## src/rtl/siw_bram_burst_reader_if.sv

```systemverilog
// rtl/siw_bram_burst_reader_if.sv - memory-port and output-stream bundle for siw_bram_burst_reader
interface siw_bram_burst_reader_if #(
    parameter int ADDR_W = 10,
    parameter int DATA_W = 32
);
    logic              siw_bram_burst_reader_mem_enable;
    logic              siw_bram_burst_reader_mem_write_en;
    logic [ADDR_W-1:0] siw_bram_burst_reader_mem_address;
    logic [DATA_W-1:0] siw_bram_burst_reader_mem_data;
    logic [DATA_W-1:0] siw_bram_burst_reader_out_data;
    logic              siw_bram_burst_reader_out_valid;
    logic              siw_bram_burst_reader_out_ready;
    logic              siw_bram_burst_reader_out_last;

    modport master (
        output siw_bram_burst_reader_mem_enable,
        output siw_bram_burst_reader_mem_write_en,
        output siw_bram_burst_reader_mem_address,
        input  siw_bram_burst_reader_mem_data,
        output siw_bram_burst_reader_out_data,
        output siw_bram_burst_reader_out_valid,
        input  siw_bram_burst_reader_out_ready,
        output siw_bram_burst_reader_out_last
    );

    modport slave (
        input  siw_bram_burst_reader_mem_enable,
        input  siw_bram_burst_reader_mem_write_en,
        input  siw_bram_burst_reader_mem_address,
        output siw_bram_burst_reader_mem_data,
        input  siw_bram_burst_reader_out_data,
        input  siw_bram_burst_reader_out_valid,
        output siw_bram_burst_reader_out_ready,
        input  siw_bram_burst_reader_out_last
    );
endinterface

```

## src/rtl/siw_bram_burst_reader.sv

```systemverilog
// rtl/siw_bram_burst_reader.sv - burst read initiator for one BRAM port with credit-managed output FIFO
// Optional SIW_BRAM_BURST_READER_STRIDE_EN adds a stride input; otherwise the address step is 1.
module siw_bram_burst_reader #(
    parameter int ADDR_W     = 10,
    parameter int DATA_W     = 32,
    parameter int READ_LAT   = 2,
    parameter int FIFO_DEPTH = 4
) (
    input  logic              siw_bram_burst_reader_clk,
    input  logic              siw_bram_burst_reader_reset_n,
    input  logic              siw_bram_burst_reader_start,
    input  logic [ADDR_W-1:0] siw_bram_burst_reader_base,
    input  logic [ADDR_W:0]   siw_bram_burst_reader_length,
`ifdef SIW_BRAM_BURST_READER_STRIDE_EN
    input  logic [ADDR_W-1:0] siw_bram_burst_reader_stride,
`endif
    input  logic              siw_bram_burst_reader_abort,
    output logic              siw_bram_burst_reader_busy,
    output logic              siw_bram_burst_reader_done,
    siw_bram_burst_reader_if.master bus
);
    localparam int PTR_W  = $clog2(FIFO_DEPTH);
    localparam int CNT_W  = PTR_W + 1;
    localparam int LEN_W  = ADDR_W + 1;
    localparam int FL_W   = (READ_LAT > 1) ? $clog2(READ_LAT) : 1;
    localparam int USED_W = $clog2(FIFO_DEPTH + READ_LAT + 2) + 1;

    typedef enum logic [2:0] {
        S_IDLE,
        S_ISSUE,
        S_DRAIN,
        S_DONE,
        S_ABORT_FLUSH
    } state_t;

    state_t              state_q, state_d;
    logic                busy_q, busy_d;
    logic                done_q, done_d;
    logic                mem_enable_q, mem_enable_d;
    logic [ADDR_W-1:0]   mem_address_q, mem_address_d;
    logic [LEN_W-1:0]    len_q, len_d;
    logic [LEN_W-1:0]    remain_q, remain_d;
    logic [LEN_W-1:0]    cap_cnt_q, cap_cnt_d;
    logic [READ_LAT-1:0] pipe_q, pipe_d;
    logic [FL_W-1:0]     flush_cnt_q, flush_cnt_d;
    logic [DATA_W-1:0]   fifo_data_q [FIFO_DEPTH];
    logic [DATA_W-1:0]   fifo_data_d [FIFO_DEPTH];
    logic [FIFO_DEPTH-1:0] fifo_last_q, fifo_last_d;
    logic [PTR_W-1:0]    rd_ptr_q, rd_ptr_d;
    logic [PTR_W-1:0]    wr_ptr_q, wr_ptr_d;
    logic [CNT_W-1:0]    fifo_count_q, fifo_count_d;

    logic [ADDR_W-1:0]   step;
    logic                accept;
    logic                out_valid;
    logic                pop;
    logic                push;
    logic                flush;
    logic                credit_ok;
    logic [USED_W-1:0]   used;

    assign accept = ((state_q == S_IDLE) || (state_q == S_DONE)) &&
                    siw_bram_burst_reader_start && (siw_bram_burst_reader_length != '0);

`ifdef SIW_BRAM_BURST_READER_STRIDE_EN
    logic [ADDR_W-1:0] stride_q, stride_d;

    always_comb begin
        stride_d = stride_q;
        if (accept) stride_d = siw_bram_burst_reader_stride;
    end

    always_ff @(posedge siw_bram_burst_reader_clk or negedge siw_bram_burst_reader_reset_n) begin
        if (!siw_bram_burst_reader_reset_n) stride_q <= '0;
        else                                stride_q <= stride_d;
    end

    assign step = stride_q;
`else
    assign step = ADDR_W'(1);
`endif

    assign out_valid = (fifo_count_q != '0);
    assign pop       = out_valid && bus.siw_bram_burst_reader_out_ready;
    assign push      = pipe_q[READ_LAT-1] && (state_q != S_ABORT_FLUSH);

    // Credits cover words already buffered plus every read still in the memory pipe.
    always_comb begin
        used = USED_W'(fifo_count_q) + USED_W'(mem_enable_q);
        for (int i = 0; i < READ_LAT; i++) used = used + USED_W'(pipe_q[i]);
        credit_ok = (used - USED_W'(pop)) < USED_W'(FIFO_DEPTH);
    end

    always_comb begin
        state_d       = state_q;
        busy_d        = busy_q;
        done_d        = 1'b0;
        mem_enable_d  = 1'b0;
        mem_address_d = mem_address_q;
        len_d         = len_q;
        remain_d      = remain_q;
        cap_cnt_d     = cap_cnt_q;
        flush_cnt_d   = flush_cnt_q;
        flush         = 1'b0;
        fifo_data_d   = fifo_data_q;
        fifo_last_d   = fifo_last_q;
        rd_ptr_d      = rd_ptr_q;
        wr_ptr_d      = wr_ptr_q;
        fifo_count_d  = fifo_count_q;

        pipe_d[0] = mem_enable_q;
        for (int i = 1; i < READ_LAT; i++) pipe_d[i] = pipe_q[i-1];

        case (state_q)
            S_IDLE, S_DONE: begin
                state_d = S_IDLE;
                if (accept) begin
                    busy_d        = 1'b1;
                    mem_enable_d  = 1'b1;
                    mem_address_d = siw_bram_burst_reader_base;
                    len_d         = siw_bram_burst_reader_length;
                    remain_d      = siw_bram_burst_reader_length - LEN_W'(1);
                    cap_cnt_d     = '0;
                    state_d       = (siw_bram_burst_reader_length == LEN_W'(1)) ? S_DRAIN : S_ISSUE;
                end else if (siw_bram_burst_reader_start) begin
                    done_d = 1'b1;
                end
            end
            S_ISSUE: begin
                if (siw_bram_burst_reader_abort) begin
                    flush = 1'b1;
                end else if ((remain_q != '0) && credit_ok) begin
                    mem_enable_d  = 1'b1;
                    mem_address_d = mem_address_q + step;
                    remain_d      = remain_q - LEN_W'(1);
                    if (remain_q == LEN_W'(1)) state_d = S_DRAIN;
                end
            end
            S_DRAIN: begin
                if (siw_bram_burst_reader_abort) begin
                    flush = 1'b1;
                end else if (pop && fifo_last_q[rd_ptr_q]) begin
                    state_d = S_DONE;
                    done_d  = 1'b1;
                    busy_d  = 1'b0;
                end
            end
            S_ABORT_FLUSH: begin
                if (flush_cnt_q == '0) begin
                    state_d = S_IDLE;
                    busy_d  = 1'b0;
                end else begin
                    flush_cnt_d = flush_cnt_q - FL_W'(1);
                end
            end
            default: state_d = S_IDLE;
        endcase

        if (flush) begin
            state_d      = S_ABORT_FLUSH;
            flush_cnt_d  = FL_W'(READ_LAT - 1);
            rd_ptr_d     = '0;
            wr_ptr_d     = '0;
            fifo_count_d = '0;
        end else begin
            if (push) begin
                fifo_data_d[wr_ptr_q] = bus.siw_bram_burst_reader_mem_data;
                fifo_last_d[wr_ptr_q] = (cap_cnt_q == (len_q - LEN_W'(1)));
                wr_ptr_d              = wr_ptr_q + PTR_W'(1);
                cap_cnt_d             = cap_cnt_q + LEN_W'(1);
            end
            if (pop) rd_ptr_d = rd_ptr_q + PTR_W'(1);
            fifo_count_d = fifo_count_q + CNT_W'(push) - CNT_W'(pop);
        end
    end

    always_ff @(posedge siw_bram_burst_reader_clk or negedge siw_bram_burst_reader_reset_n) begin
        if (!siw_bram_burst_reader_reset_n) begin
            state_q       <= S_IDLE;
            busy_q        <= 1'b0;
            done_q        <= 1'b0;
            mem_enable_q  <= 1'b0;
            mem_address_q <= '0;
            len_q         <= '0;
            remain_q      <= '0;
            cap_cnt_q     <= '0;
            pipe_q        <= '0;
            flush_cnt_q   <= '0;
            for (int i = 0; i < FIFO_DEPTH; i++) fifo_data_q[i] <= '0;
            fifo_last_q   <= '0;
            rd_ptr_q      <= '0;
            wr_ptr_q      <= '0;
            fifo_count_q  <= '0;
        end else begin
            state_q       <= state_d;
            busy_q        <= busy_d;
            done_q        <= done_d;
            mem_enable_q  <= mem_enable_d;
            mem_address_q <= mem_address_d;
            len_q         <= len_d;
            remain_q      <= remain_d;
            cap_cnt_q     <= cap_cnt_d;
            pipe_q        <= pipe_d;
            flush_cnt_q   <= flush_cnt_d;
            fifo_data_q   <= fifo_data_d;
            fifo_last_q   <= fifo_last_d;
            rd_ptr_q      <= rd_ptr_d;
            wr_ptr_q      <= wr_ptr_d;
            fifo_count_q  <= fifo_count_d;
        end
    end

    assign siw_bram_burst_reader_busy         = busy_q;
    assign siw_bram_burst_reader_done         = done_q;
    assign bus.siw_bram_burst_reader_mem_enable   = mem_enable_q;
    assign bus.siw_bram_burst_reader_mem_write_en = 1'b0;
    assign bus.siw_bram_burst_reader_mem_address  = mem_address_q;
    assign bus.siw_bram_burst_reader_out_valid    = out_valid;
    assign bus.siw_bram_burst_reader_out_last     = out_valid && fifo_last_q[rd_ptr_q];
    assign bus.siw_bram_burst_reader_out_data     = out_valid ? fifo_data_q[rd_ptr_q] : '0;
endmodule

```

## src/flat_wrapper.sv

```systemverilog
// flat-port wrapper written by rule: the top's interface ports become plain ports
module siw_bram_burst_reader_flat 
#(
    parameter int ADDR_W     = 10,
    parameter int DATA_W     = 32,
    parameter int READ_LAT   = 2,
    parameter int FIFO_DEPTH = 4
)
  (siw_bram_burst_reader_clk, siw_bram_burst_reader_reset_n, siw_bram_burst_reader_start, siw_bram_burst_reader_base, siw_bram_burst_reader_length, siw_bram_burst_reader_abort, siw_bram_burst_reader_busy, siw_bram_burst_reader_done, bus_siw_bram_burst_reader_mem_enable, bus_siw_bram_burst_reader_mem_write_en, bus_siw_bram_burst_reader_mem_address, bus_siw_bram_burst_reader_mem_data, bus_siw_bram_burst_reader_out_data, bus_siw_bram_burst_reader_out_valid, bus_siw_bram_burst_reader_out_ready, bus_siw_bram_burst_reader_out_last);
  siw_bram_burst_reader_if #(.ADDR_W(ADDR_W), .DATA_W(DATA_W)) bus_i ();
  input  logic siw_bram_burst_reader_clk;
  input  logic siw_bram_burst_reader_reset_n;
  input  logic siw_bram_burst_reader_start;
  input  logic [ADDR_W-1:0] siw_bram_burst_reader_base;
  input  logic [ADDR_W:0] siw_bram_burst_reader_length;
  input  logic siw_bram_burst_reader_abort;
  output logic siw_bram_burst_reader_busy;
  output logic siw_bram_burst_reader_done;
  output wire logic [$bits(bus_i.siw_bram_burst_reader_mem_enable)-1:0] bus_siw_bram_burst_reader_mem_enable;
  output wire logic [$bits(bus_i.siw_bram_burst_reader_mem_write_en)-1:0] bus_siw_bram_burst_reader_mem_write_en;
  output wire logic [$bits(bus_i.siw_bram_burst_reader_mem_address)-1:0] bus_siw_bram_burst_reader_mem_address;
  input wire logic [$bits(bus_i.siw_bram_burst_reader_mem_data)-1:0] bus_siw_bram_burst_reader_mem_data;
  output wire logic [$bits(bus_i.siw_bram_burst_reader_out_data)-1:0] bus_siw_bram_burst_reader_out_data;
  output wire logic [$bits(bus_i.siw_bram_burst_reader_out_valid)-1:0] bus_siw_bram_burst_reader_out_valid;
  input wire logic [$bits(bus_i.siw_bram_burst_reader_out_ready)-1:0] bus_siw_bram_burst_reader_out_ready;
  output wire logic [$bits(bus_i.siw_bram_burst_reader_out_last)-1:0] bus_siw_bram_burst_reader_out_last;
  assign bus_siw_bram_burst_reader_mem_enable = bus_i.siw_bram_burst_reader_mem_enable;
  assign bus_siw_bram_burst_reader_mem_write_en = bus_i.siw_bram_burst_reader_mem_write_en;
  assign bus_siw_bram_burst_reader_mem_address = bus_i.siw_bram_burst_reader_mem_address;
  assign bus_i.siw_bram_burst_reader_mem_data = bus_siw_bram_burst_reader_mem_data;
  assign bus_siw_bram_burst_reader_out_data = bus_i.siw_bram_burst_reader_out_data;
  assign bus_siw_bram_burst_reader_out_valid = bus_i.siw_bram_burst_reader_out_valid;
  assign bus_i.siw_bram_burst_reader_out_ready = bus_siw_bram_burst_reader_out_ready;
  assign bus_siw_bram_burst_reader_out_last = bus_i.siw_bram_burst_reader_out_last;
  siw_bram_burst_reader #(.ADDR_W(ADDR_W), .DATA_W(DATA_W), .READ_LAT(READ_LAT), .FIFO_DEPTH(FIFO_DEPTH)) u_core (.siw_bram_burst_reader_clk(siw_bram_burst_reader_clk), .siw_bram_burst_reader_reset_n(siw_bram_burst_reader_reset_n), .siw_bram_burst_reader_start(siw_bram_burst_reader_start), .siw_bram_burst_reader_base(siw_bram_burst_reader_base), .siw_bram_burst_reader_length(siw_bram_burst_reader_length), .siw_bram_burst_reader_abort(siw_bram_burst_reader_abort), .siw_bram_burst_reader_busy(siw_bram_burst_reader_busy), .siw_bram_burst_reader_done(siw_bram_burst_reader_done), .bus(bus_i));
endmodule
```

## config.mk

```make
export PLATFORM = sky130hd
export DESIGN_NAME = siw_bram_burst_reader_flat
export DESIGN_NICKNAME = d
export VERILOG_FILES = /design/src/rtl/siw_bram_burst_reader_if.sv /design/src/rtl/siw_bram_burst_reader.sv /design/src/flat_wrapper.sv
export SDC_FILE = /design/constraint.sdc
export NUM_CORES = 1
export LEC_CHECK = 0
export BUFFER_PORTS_ARGS = -buffer_cell sky130_fd_sc_hd__buf_2
export CAP_MARGIN = 20
export CORE_UTILIZATION = 48
export DETAILED_ROUTE_END_ITERATION = 10
export PLACE_DENSITY = 0.78
export SLEW_MARGIN = 20
export SYNTH_ARGS = -nofsm -noshare
export SYNTH_HDL_FRONTEND = slang
export SYNTH_SLANG_ARGS = --single-unit
```

## constraint.sdc

```tcl
create_clock -name siw_bram_burst_reader_clk -period 8.7 [get_ports siw_bram_burst_reader_clk]
set_input_delay 1.74 -clock siw_bram_burst_reader_clk [delete_from_list [all_inputs] [get_ports siw_bram_burst_reader_clk]]
set_output_delay 1.74 -clock siw_bram_burst_reader_clk [all_outputs]
set_load 0.01 [all_outputs]
```

==> summary.md, run 1 <==
| Metric | Value |
|---|---|
| Post-DP HPWL | `about 13000 µm` |
| Nets | `976` |
| Rows | `just over 50` |
| Finished Core Util | `56.0%` |
| Drt initial violations | `371` |
| Crit-path max cell delay | `0.63 ns` |
| CTS H-tree depth | `4` |
| Switching Power | `0.00158 W` |
| Max Cap Viol | `0` |
| Clk_lat worst skew | `0.43 ns` |
| Final period utilization | `48.5%` |
| Clock Tree Buf Depth | `2` |
| Hold Path Depth | `0` |
| Antenna Violating Nets Remaining | `0` |
| Worst path arrival time | `2.48 ns` |
| Rel. slew slack | `41.4%` |
| Port bufs | `104` |
| Pint | `0.00268 W` |
| Hold Path Sink | `u_core.pipe_q[0]` |
| Top FF cell, synth | `dfrtp_1` |
| Synthesized instance count | `814` |
| Clock Sinks | `between 150 and 200` |
| DRC Markers | `0` |
| Routed len/inst | `17.0 µm` |
| Cts hold-fix bufs | `0` |
| FFs w/ async S/R, synth | `100%` |
| Initial antenna violation count | `0` |
| EDFF count, synth | `0` |
| Hold Slack | `0.425 ns` |
| Gate power share | `44.1%` |
| Post-synth top cells | `dfrtp_1, mux2_2, nand2_1` |
| Avg Cell Area, Syn | `11.9 µm²` |
| VDD IR max | `0.000168 V` |
| Post-Synthesis Cell Area | `~0.0097 mm²` |
| Synth warnings | `0` |
| Die Y | `approximately 140 µm` |
| Pin count of the biggest net entering global routing | `about 110` |
| Post-CTS Setup Bufs | `0` |
| Clk slew on worst S/H paths | `roughly 0.070 ns` |
| Sequential fraction of design power | `37.8%` |
| Vias in the first global route | `6431` |
| FF-to-FF End | `u_core.bus.siw_bram_burst_reader_mem_address[0]` |
| Worst-margin pin slew | `a little under 0.9 ns` |
| Fillcell total | `about 1600` |
| Chip width | `144 µm` |
| Critical path cell sequence | `buf_4, mux4_2, and2_1, buf_2` |
| Leading area contributor after synthesis | `dfrtp_1` |
| Layout cells sized above 1 | `35.8%` |
| RSZ-0062 raised after global routing | `no` |
| Clock power share | `between 15 and 20%` |
| I/O Pins | `106` |
| Gr ovfl total | `0` |
| Multi-input gate area | `roughly 0.0046 mm²` |
| Number of library cell types mapped by synthesis | `61` |
| Leading post-synthesis cells by cell area | `dfrtp_1, mux2_2, mux4_2, nand2_1, and2_1` |
| Dpl ws | `4.37 ns` |
| Power Density | `roughly 390 mW/mm²` |
| First-pass detailed-route iteration total | `4` |
| CP Capture Type | `output port` |
| Via density | `5.55` |
| Final setup fails | `0` |
| Post-route setup TNS | `0 ns` |
| Via count | `roughly 6500` |
| Crit Path Class | `reg -> out` |
| Sequential cell area fraction in the yosys report | `about half` |
| Design area | `roughly 0.011 mm²` |
| Flip-flop and latch count after synthesis | `around 190` |
| Worst Clk Skew | `about 0.006 ns` |
| CP max-delay cell | `mux4_2` |
| Worst r2r src | `u_core.fifo_count_q[0]` |
| Critical Path Fanout Max | `29` |
| Critical Path RT | `6.96 ns` |
| Pleak | `between 4 and 5 nW` |
| CTS Root Cell | `clkbuf_16` |
| Total track usage | `20.6%` |
| Syn Nets | `890` |
| Setup ws final | `approximately 4.5 ns` |
| Reg2reg setup slack | `5.49 ns` |
| Placed standard-cell area | `0.0104 mm²` |
| Outcome | `finished clean` |
| Initial cell density of the core | `49.3%` |
| Post-synth top area share | `49.3%` |
| Total CTS buffers | `17` |
| Gpl congestion | `roughly 0.9` |
| Max frequency | `0.237 GHz` |
| Most common cell in the netlist | `dfrtp_1` |
| Final WL | `20100 µm` |
| CTS tree | `done` |
| Register Area | `~0.0048 mm²` |
| Post-CTS resize count | `0` |
| Hold path startpoint | `u_core.bus.siw_bram_burst_reader_mem_enable` |
| Final hold vios | `0` |
| Class of the worst hold path | `reg -> reg` |
| Reg2reg path depth | `13` |
| Worst Setup Start Kind | `register` |
| Fin. max-slew vios | `0` |
| Die area | `0.0208 mm²` |
| First-pass GRT wire length | `33100 µm` |
| Core box area | `0.0197 mm²` |
| Net Sw Frac | `a little under two fifths` |
| Crit path time final | `between 4 and 5 ns` |
| P&R area growth vs syn | `13.7%` |
==> power groups by stage <==
stage	Sequential [W]	Combinational (W)	Clock (W)
detailed placement	0.00162	0.00189	0
finish	0.00161	0.00188	0.000769
global placement	0.00160	0.00183	0
CTS	0.00161	0.00190	0.000783
global route	0.00167	0.00208	0.000821
floorplan	0.00151	0.00146	0
==> cells in the final DEF, fill, tap and decap left out, types with 7 or more instances in the layout <==
cell	n
nand4_1	8
nor4_1	7
a21oi_1	39
inv_1	23
nor2_1	34
nand2_1	68
nand2b_1	9
and2_1	37
xor2_1	15
nand3_1	16
dfrtp_1	190
buf_2	103
ha_1	16
o22ai_1	7
o21ai_0	25
buf_4	9
or2_2	7
clkbuf_16	17
nor3_1	13
xnor2_1	13
mux4_2	33
mux2_2	132
==> kinds of logic (layout without fill, tap and decap cells) <==
family | after synthesis | in the layout | synth area share, %
adder cells (fa/ha/maj) | 18 | 18 | 2.48
multiplexers | 168 | 168 | 23.3
XOR/XNOR | 28 | 28 | 2.53
AO/OA/AOI/OAI | 107 | 107 | 6.83
flip-flops | 191 | 191 | 49.3
buffers and inverters | 70 | 169 | 3.14
other | 1 | 2 | 0.0387
AND/OR/NAND/NOR | 231 | 231 | 12.3
==> worst max-delay path by stage <==
stage / start / end / cells past startpoint
floorplan: bus_siw_bram_burst_reader_out_ready / u_core.remain_q[9] / 10
global placement: bus_siw_bram_burst_reader_out_ready / u_core.bus.siw_bram_burst_reader_mem_address[0] / 12
detailed placement: bus_siw_bram_burst_reader_out_ready / u_core.bus.siw_bram_burst_reader_mem_address[0] / 12
CTS: u_core.rd_ptr_q[0] / bus_siw_bram_burst_reader_out_last / 4
global route: u_core.rd_ptr_q[0] / bus_siw_bram_burst_reader_out_last / 4
finish: u_core.rd_ptr_q[0] / bus_siw_bram_burst_reader_out_last / 4
==> flip-flops by register name, summed over array words and instances (netlist names), 2 cells and up <==
name,flops
u_core.fifo_last_q,4
u_core.pipe_q,2
u_core.wr_ptr_q,2
u_core.state_q,3
u_core.fifo_count_q,3
u_core.len_q,11
u_core.fifo_data_q,128
u_core.rd_ptr_q,2
u_core.remain_q,11
u_core.cap_cnt_q,11
u_core.bus.siw_bram_burst_reader_mem_address,10
==> cell type report <==
| class | count | share of cell area [%] |
|---|---|---|
| Antenna cell | 1 | 0.0227 |
| Clock buffer | 17 | 3.86 |
| Clock inverter | 15 | 1.50 |
| Inverter | 23 | 0.784 |
| Multi-Input combinational cell | 553 | 41.9 |
| Sequential cell | 191 | 43.4 |
| Tap cell | 265 | 3.01 |
| Timing Repair Buffer | 114 | 5.52 |
==> routing by layer <==
metal	up-vias	routed length, µm	track usage [%]
met5	-	0	0
met4	0	263	6.33
met3	19	794	4.40
met2	129	9760	32.6
met1	3303	9230	28.4
li1	3090	-	-
==> critical path, delay by kind of cell, from the launching register on <==
kind | cells | cell delay [ns]
buf+inv | 2 | 0.70
flops | 1 | 0.50
mux | 1 | 0.63
simple gates | 1 | 0.21
==> per-stage QoR <==
stage / instances / total power (W)
5_1_grt: 1178 / 0.00457
4_1_cts: 1178 / 0.00429
2_1_floorplan: 814 / 0.00297
3_3_place_gp: 1146 / 0.00343
6_report: 1179 / 0.00426
3_5_place_dp: 1146 / 0.00350
Note: power is estimated with default switching activity, not from simulation.
==> run 2: changes to the inputs <==
- PLACE_DENSITY: 0.78 -> 0.81
- clock period: 8.7 -> 3.6 ns (I/O delays scaled with it)
==> run 2 against run 1 <==
- routed wire length increased by 0.88%
- non-clock buffer count is 9 higher
- cell area is 0.98% higher
- total power rose by 150%
- worst hold slack got worse by 0.19 ns
- flip-flop and latch count unchanged
- first-iteration DRC count grew 4.0%
- combinational power up 150%
- clock power rose to 2.5 times the previous value
- sequential share of layout area fell by 0.42 points
- critical path type is now reg -> reg
- critical endpoint is now u_core.bus.siw_bram_burst_reader_mem_address[2]
- largest cell class unchanged
- largest power group unchanged
==> summary.md, run 2 (synthesized netlist as in run 1, its figures left out) <==
| Metric | Value |
|---|---|
| Clock Tree Buf Depth | `2 (unchanged)` |
| Initial antenna violation count | `2 (+2)` |
| Die Y | `144 µm (unchanged)` |
| Pint | `0.00665 W (+150%)` |
| Worst r2r src | `u_core.fifo_count_q[0]` |
| First-pass GRT wire length | `33700 µm (+1.5%)` |
| Chip width | `144 µm (unchanged)` |
| Rel. slew slack | `36.2% (-5.1 points)` |
| Clock power share | `18.7% (+0.6 points)` |
| Rows | `51 (unchanged)` |
| Multi-input gate area | `0.00461 mm² (unchanged)` |
| Via density | `5.57 (+0.38%)` |
| Vias in the first global route | `6743 (+4.9%)` |
| Pin count of the biggest net entering global routing | `73 (-34%)` |
| Switching Power | `0.00379 W (+140%)` |
| Worst Clk Skew | `0.0143 ns (+0.00831 ns)` |
| Core box area | `0.0197 mm² (unchanged)` |
| First-pass detailed-route iteration total | `5 (+1)` |
| Power Density | `939 mW/mm² (+140%)` |
| CP dominant cell by count | `a21oi_1` |
| P&R area growth vs syn | `14.8%` |
| CP max-delay cell | `dfrtp_1` |
| Placed cells | `1155 (+0.79%)` |
| Commonest non-fill, non-tap cells in the layout | `dfrtp_1, mux2_2, buf_2, nand2_1, a21oi_1` |
| DRC Markers | `0 (unchanged)` |
| Pleak | `4.85 nW (+1.4%)` |
| Total track usage | `20.8% (+0.22 points)` |
| Sequential fraction of design power | `36.8% (-1.0 points)` |
| Critical Path Fanout Max | `27 (-6.9%)` |
| Via count | `6616 (+1.1%)` |
| Commonest non-fill, non-tap cell in the layout | `dfrtp_1` |
| Drt initial violations | `386 (+4.0%)` |
| Post-DP HPWL | `13400 µm (+4.1%)` |
| Finished Core Util | `56.6% (+0.55 points)` |
| Worst Setup Start Kind | `register` |
| I/O Pins | `106 (unchanged)` |
| Gr ovfl total | `0 (unchanged)` |
| Final setup fails | `0 (unchanged)` |
| Net Sw Frac | `36.3% (-0.84 points)` |
| Fillcell total | `1658 (+2.0%)` |
| Final hold vios | `0 (unchanged)` |
| Critical path cell sequence | `or3_1, nand2_1, xor2_1, fa_1, inv_1, ha_1, and3b_1, o211a_1, nor3_1, o21ai_2, buf_4, a21oi_1, a21oi_1` |
| Gate power share | `44.5% (+0.4 points)` |
| Fin. max-slew vios | `0 (unchanged)` |
| Initial cell density of the core | `49.3% (unchanged)` |
| Max frequency | `roughly 0.33 GHz` |
| FF-to-FF End | `u_core.bus.siw_bram_burst_reader_mem_address[2]` |
| Crit-path max cell delay | `0.39 ns (-0.24 ns)` |
| Clock Sinks | `191 (unchanged)` |
| Clk_lat worst skew | `0.43 ns (about the same)` |
| Buf+Inv Stages, Crit Path | `2 (unchanged)` |
| Gpl congestion | `0.858 (-2.0%)` |
| Routed len/inst | `17.0 µm (+0.11%)` |
| Post-CTS resize count | `0 (unchanged)` |
| Crit Path Class | `reg -> reg` |
| Number of flip-flops under the largest register name | `128 (unchanged)` |
| Register Area | `0.00478 mm² (unchanged)` |
| Worst path arrival time | `3.34 ns (+0.86 ns)` |
| Antenna Violating Nets Remaining | `0 (unchanged)` |
| RSZ-0062 raised after global routing | `no` |
| Critical Path RT | `3.90 ns (-3.06 ns)` |
| Final WL | `20200 µm (+0.88%)` |
| Largest reg by FF count | `u_core.fifo_data_q` |
| Layout cells sized above 1 | `36.4% (+0.63 points)` |
| Cts hold-fix bufs | `0 (unchanged)` |
| CTS tree | `done` |
| Crit path time final | `3.04 ns` |
| VDD IR max | `0.000499 V (+200%)` |
| Delay-heaviest family, CP | `simple AND/OR/NAND/NOR gates` |
| Nets | `985 (+0.92%)` |
| CTS H-tree depth | `4 (unchanged)` |
| Reg2reg setup slack | `0.56 ns (-4.93 ns)` |
| CP Capture Type | `register` |
| Post-CTS Setup Bufs | `0 (unchanged)` |
| Port bufs | `104 (unchanged)` |
| Non-Filler Instances | `1188 (+0.76%)` |
| Post-route setup TNS | `0 ns (unchanged)` |
| Clk slew on worst S/H paths | `0.07 ns (about the same)` |
| Reg2reg path depth | `13 (unchanged)` |
| Die area | `0.0208 mm² (unchanged)` |
| Worst-margin pin slew | `0.955 ns (+0.0759 ns)` |
| Outcome | `finished clean` |
| Max Cap Viol | `0 (unchanged)` |
| Total CTS buffers | `17 (unchanged)` |
| CTS Root Cell | `clkbuf_16` |
| Class of the worst hold path | `in -> async` |
| Final period utilization | `84.5%` |
==> run 2: cell count changes in the layout (fill, tap and decap cells not counted), sizes merged <==
cell      before  now
buf          113  122
clkinvlp       2    1
inv           32   30
clkinv         4    5
bufinv         0    2
==> run 2: layer usage <==
layer | track usage (%) | routed length, µm | vias up
li1 | - | - | 3105
met1 | 28.0 | 9050 | 3330
met2 | 34.2 | 10000 | 153
met3 | 4.17 | 847 | 26
met4 | 5.88 | 294 | 2
met5 | 0 | 10 | -
==> run 2: final cells by class <==
class | count | share of cell area, %
Multi-Input combinational cell | 553 | 41.5
Antenna cell | 1 | 0.0225
Sequential cell | 191 | 43.0
Inverter | 23 | 0.777
Clock buffer | 17 | 3.83
Tap cell | 265 | 2.98
Timing Repair Buffer | 123 | 6.16
Clock inverter | 15 | 1.77
==> run 2: how the worst max path moves through the flow <==
stage | from | end | slack (ns) | cells after the start
2_1_floorplan | u_core.fifo_count_q[0] | u_core.remain_q[9] | 0.59 | 13
3_3_place_gp | bus_siw_bram_burst_reader_out_ready | u_core.bus.siw_bram_burst_reader_mem_address[7] | 0.47 | 12
3_5_place_dp | bus_siw_bram_burst_reader_out_ready | u_core.remain_q[3] | 0.35 | 12
4_1_cts | u_core.fifo_count_q[0] | u_core.remain_q[3] | 0.53 | 13
5_1_grt | u_core.fifo_count_q[0] | u_core.bus.siw_bram_burst_reader_mem_address[2] | 0.30 | 13
6_report | u_core.fifo_count_q[0] | u_core.bus.siw_bram_burst_reader_mem_address[2] | 0.56 | 13
==> run 2: power groups by stage <==
stage | logic, W | clock network [W] | registers [W]
after floorplan | 0.00353 | 0 | 0.00365
after global placement | 0.00452 | 0 | 0.00380
after detailed placement | 0.00467 | 0 | 0.00387
after CTS | 0.00470 | 0.00199 | 0.00384
after global routing | 0.00515 | 0.00207 | 0.00399
final | 0.00464 | 0.00195 | 0.00385
==> run 2: through the flow <==
step                cell area (µm²)  power (W)  worst slack, ns  hold WS (ns)
finish                        11100     0.0104            0.559         0.237
global placement              10500    0.00833            0.468         0.417
global route                  11100     0.0112            0.301         0.264
detailed placement            10500    0.00855            0.353         0.419
floorplan                      9690    0.00718            0.592         0.385
CTS                           11100     0.0105            0.533         0.249
==> run 3: changes to the inputs <==
- PLACE_DENSITY: 0.81 -> 0.78
- clock period: 3.6 -> 3 ns (I/O delays scaled with it)
==> run 3 against run 2 <==
- first-iteration DRC count is 2.6% higher
- fmax up 3.9%
- clock-buffer cell count up 3
- highest routed layer unchanged
- worst setup slack worse by 0.48 ns
==> summary.md, run 3 (synthesized netlist as in run 1, its figures left out) <==
| Metric | Value |
|---|---|
| Outcome | `finished clean` |
| Via count | `6686 (+1.1%)` |
| Hold Slack | `0.121 ns (-0.116 ns)` |
| Max Cap Viol | `0 (unchanged)` |
| Worst path arrival time | `3.27 ns (-0.07 ns)` |
| Fin. max-slew vios | `0 (unchanged)` |
| CP max-delay cell | `or3_4` |
| Crit Path Class | `reg -> reg` |
| Critical path cell sequence | `or3_4, nand2_4, xor2_2, fa_2, inv_2, ha_1, and3b_2, buf_6, nor3_4, nor3_2, o21ai_2, buf_6, buf_12, a21oi_1, a21oi_1` |
| CP Capture Type | `register` |
| Total power draw | `0.0127 W (+22%)` |
| Clock Tree Buf Depth | `2 (unchanged)` |
| Crit-path max cell delay | `0.40 ns (about the same)` |
| Design area | `0.0113 mm² (+1.5%)` |
| Chip width | `144 µm (unchanged)` |
| VDD IR max | `0.000494 V (-1.0%)` |
| Number of flip-flops under the largest register name | `128 (unchanged)` |
| Routing usage on met1 | `27.5% (-0.49 points)` |
| P&R area growth vs syn | `16.4%` |
| Via density | `5.59 (+0.30%)` |
| Pin count of the biggest net entering global routing | `81 (+11%)` |
| Die Y | `144 µm (unchanged)` |
| Rel. slew slack | `60.6% (+24 points)` |
| Total track usage | `20.7% (-0.12 points)` |
| Final period utilization | `97.5% (+13 points)` |
| Total CTS buffers | `17 (unchanged)` |
| Initial cell density of the core | `49.3% (unchanged)` |
| Delay-heaviest family, CP | `simple AND/OR/NAND/NOR gates` |
| CTS H-tree depth | `4 (unchanged)` |
| Clk slew on worst S/H paths | `0.08 ns (about the same)` |
| Routed len/inst | `17.1 µm (+0.54%)` |
| CTS tree | `done` |
| Port bufs | `104 (unchanged)` |
| Pleak | `4.91 nW (+1.3%)` |
| Cts hold-fix bufs | `0 (unchanged)` |
| Power Density | `1130 mW/mm² (+20%)` |
| First-pass detailed-route iteration total | `5 (unchanged)` |
| Die area | `0.0208 mm² (unchanged)` |
| Final setup fails | `0 (unchanged)` |
| Worst Clk Skew | `0.0132 ns (-0.00106 ns)` |
| Critical Path Fanout Max | `10 (-63%)` |
| Crit path time final | `2.93 ns (-0.116 ns)` |
| Vias in the first global route | `6553 (-2.8%)` |
| Drt initial violations | `396 (+2.6%)` |
| CTS Root Cell | `clkbuf_16` |
| Final WL | `20500 µm (+1.3%)` |
| First-pass GRT wire length | `33100 µm (-1.6%)` |
| Worst-margin pin slew | `0.585 ns (-0.370 ns)` |
| Placed standard-cell area | `0.0106 mm² (+1.2%)` |
| GR Layer Usage met3 | `4.17% (unchanged)` |
| Final hold vios | `0 (unchanged)` |
| Commonest non-fill, non-tap cells in the layout | `dfrtp_1, mux2_2, buf_2, nand2_1, a21oi_1` |
| DRC Markers | `0 (unchanged)` |
| I/O Pins | `106 (unchanged)` |
| Nets | `996 (+1.1%)` |
| Buf+Inv Stages, Crit Path | `4 (+2)` |
| Post-route setup TNS | `0 ns (unchanged)` |
| Grt met2 use | `34.0% (-0.25 points)` |
| Critical Path RT | `3.35 ns (-0.55 ns)` |
| Rows | `51 (unchanged)` |
| Clock Sinks | `191 (unchanged)` |
| Post-DP HPWL | `13600 µm (+1.5%)` |
| # diodes | `0 (-1)` |
| Commonest non-fill, non-tap cell in the layout | `dfrtp_1` |
| Gr ovfl total | `0 (unchanged)` |
| Initial antenna violation count | `2 (unchanged)` |
| Busiest grt layer | `met2` |
| Worst Setup Start Kind | `register` |
| Class of the worst hold path | `in -> async` |
| Fillcell total | `1601 (-3.4%)` |
| Antenna Violating Nets Remaining | `0 (unchanged)` |
| Gpl congestion | `0.819 (-4.6%)` |
| Largest reg by FF count | `u_core.fifo_data_q` |
| Layout cells sized above 1 | `38.0% (+1.5 points)` |
| Max frequency | `0.342 GHz (+3.9%)` |
| Core box area | `0.0197 mm² (unchanged)` |
| Clk_lat worst skew | `0.44 ns (about the same)` |
==> run 3: cell types whose count changed in the layout (fill, tap and decap cells not counted), moves of 2 or more <==
| cell | change |
|---|---|
| buf_12 | +5 |
| buf_6 | +4 |
| bufinv_16 | -2 |
| clkbuf_8 | +2 |
| clkinv_4 | +2 |
| clkinv_8 | -2 |
| nor3_1 | -3 |
| nor3_4 | +2 |
==> run 3: layout make-up <==
cell class | count | area (µm²) | area share, %
Timing Repair Buffer | 134 | 862 | 7.64
Multi-Input combinational cell | 553 | 4660 | 41.3
Sequential cell | 191 | 4780 | 42.4
Tap cell | 265 | 332 | 2.94
Clock inverter | 11 | 101 | 0.898
Clock buffer | 20 | 457 | 4.05
Inverter | 23 | 86.3 | 0.765
==> run 3: repair_timing <==
action                                  CTS  global route
pin swaps                                 0             6
endpoints found under the setup margin   15            19
resized for setup                         5            12
setup buffers                             0             2
cloned                                    0             1
==> run 3: worst paths after layout <==
kind / start / to / slack [ns] / cells after the start
max in group asynchronous: siw_bram_burst_reader_reset_n / u_core.fifo_data_q[12] / 2.09 / 2
max reg2reg: u_core.fifo_count_q[2] / u_core.bus.siw_bram_burst_reader_mem_address[4] / 0.07 / 15
max: u_core.fifo_count_q[2] / u_core.bus.siw_bram_burst_reader_mem_address[4] / 0.07 / 15
min reg2reg: u_core.bus.siw_bram_burst_reader_mem_enable / u_core.pipe_q[0] / 0.41 / 0
min in group siw_bram_burst_reader_clk: siw_bram_burst_reader_base[1] / u_core.bus.siw_bram_burst_reader_mem_address[1] / 0.41 / 3
min: siw_bram_burst_reader_reset_n / u_core.bus.siw_bram_burst_reader_mem_address[3] / 0.12 / 1
==> run 3: worst register-to-register path: stages (launching register included) <==
cell and delay (ns):
dfrtp_1 0.38, or3_4 0.40, nand2_4 0.09, xor2_2 0.07, fa_2 0.34, inv_2 0.05, ha_1 0.20, and3b_2 0.23
buf_6 0.13, nor3_4 0.15, nor3_2 0.08, o21ai_2 0.18, buf_6 0.17, buf_12 0.13, a21oi_1 0.06, a21oi_1 0.17
==> run 3: layer usage <==
metal / vias up / share of wire, %
li1: 3142 / -
met1: 3379 / 45
met2: 139 / 50
met3: 24 / 3.7
met4: 2 / 1.5
met5: - / 0.063
==> run 3: where the power goes <==
part	internal [W]	leakage (nW)	switching, W
clock network	0.00113	0.273	0.00103
registers	0.00378	2.33	0.000896
logic	0.00317	2.31	0.00271
==> run 3: metrics by stage <==
step,setup WS (ns),std cells,utilization (%)
2_1_floorplan,0.0242,814,-
3_3_place_gp,-0.0552,1163,54.0
3_5_place_dp,-0.162,1163,54.0
4_1_cts,0.00501,1194,56.9
5_1_grt,-0.0134,1197,57.4
6_report,0.0745,1197,57.4
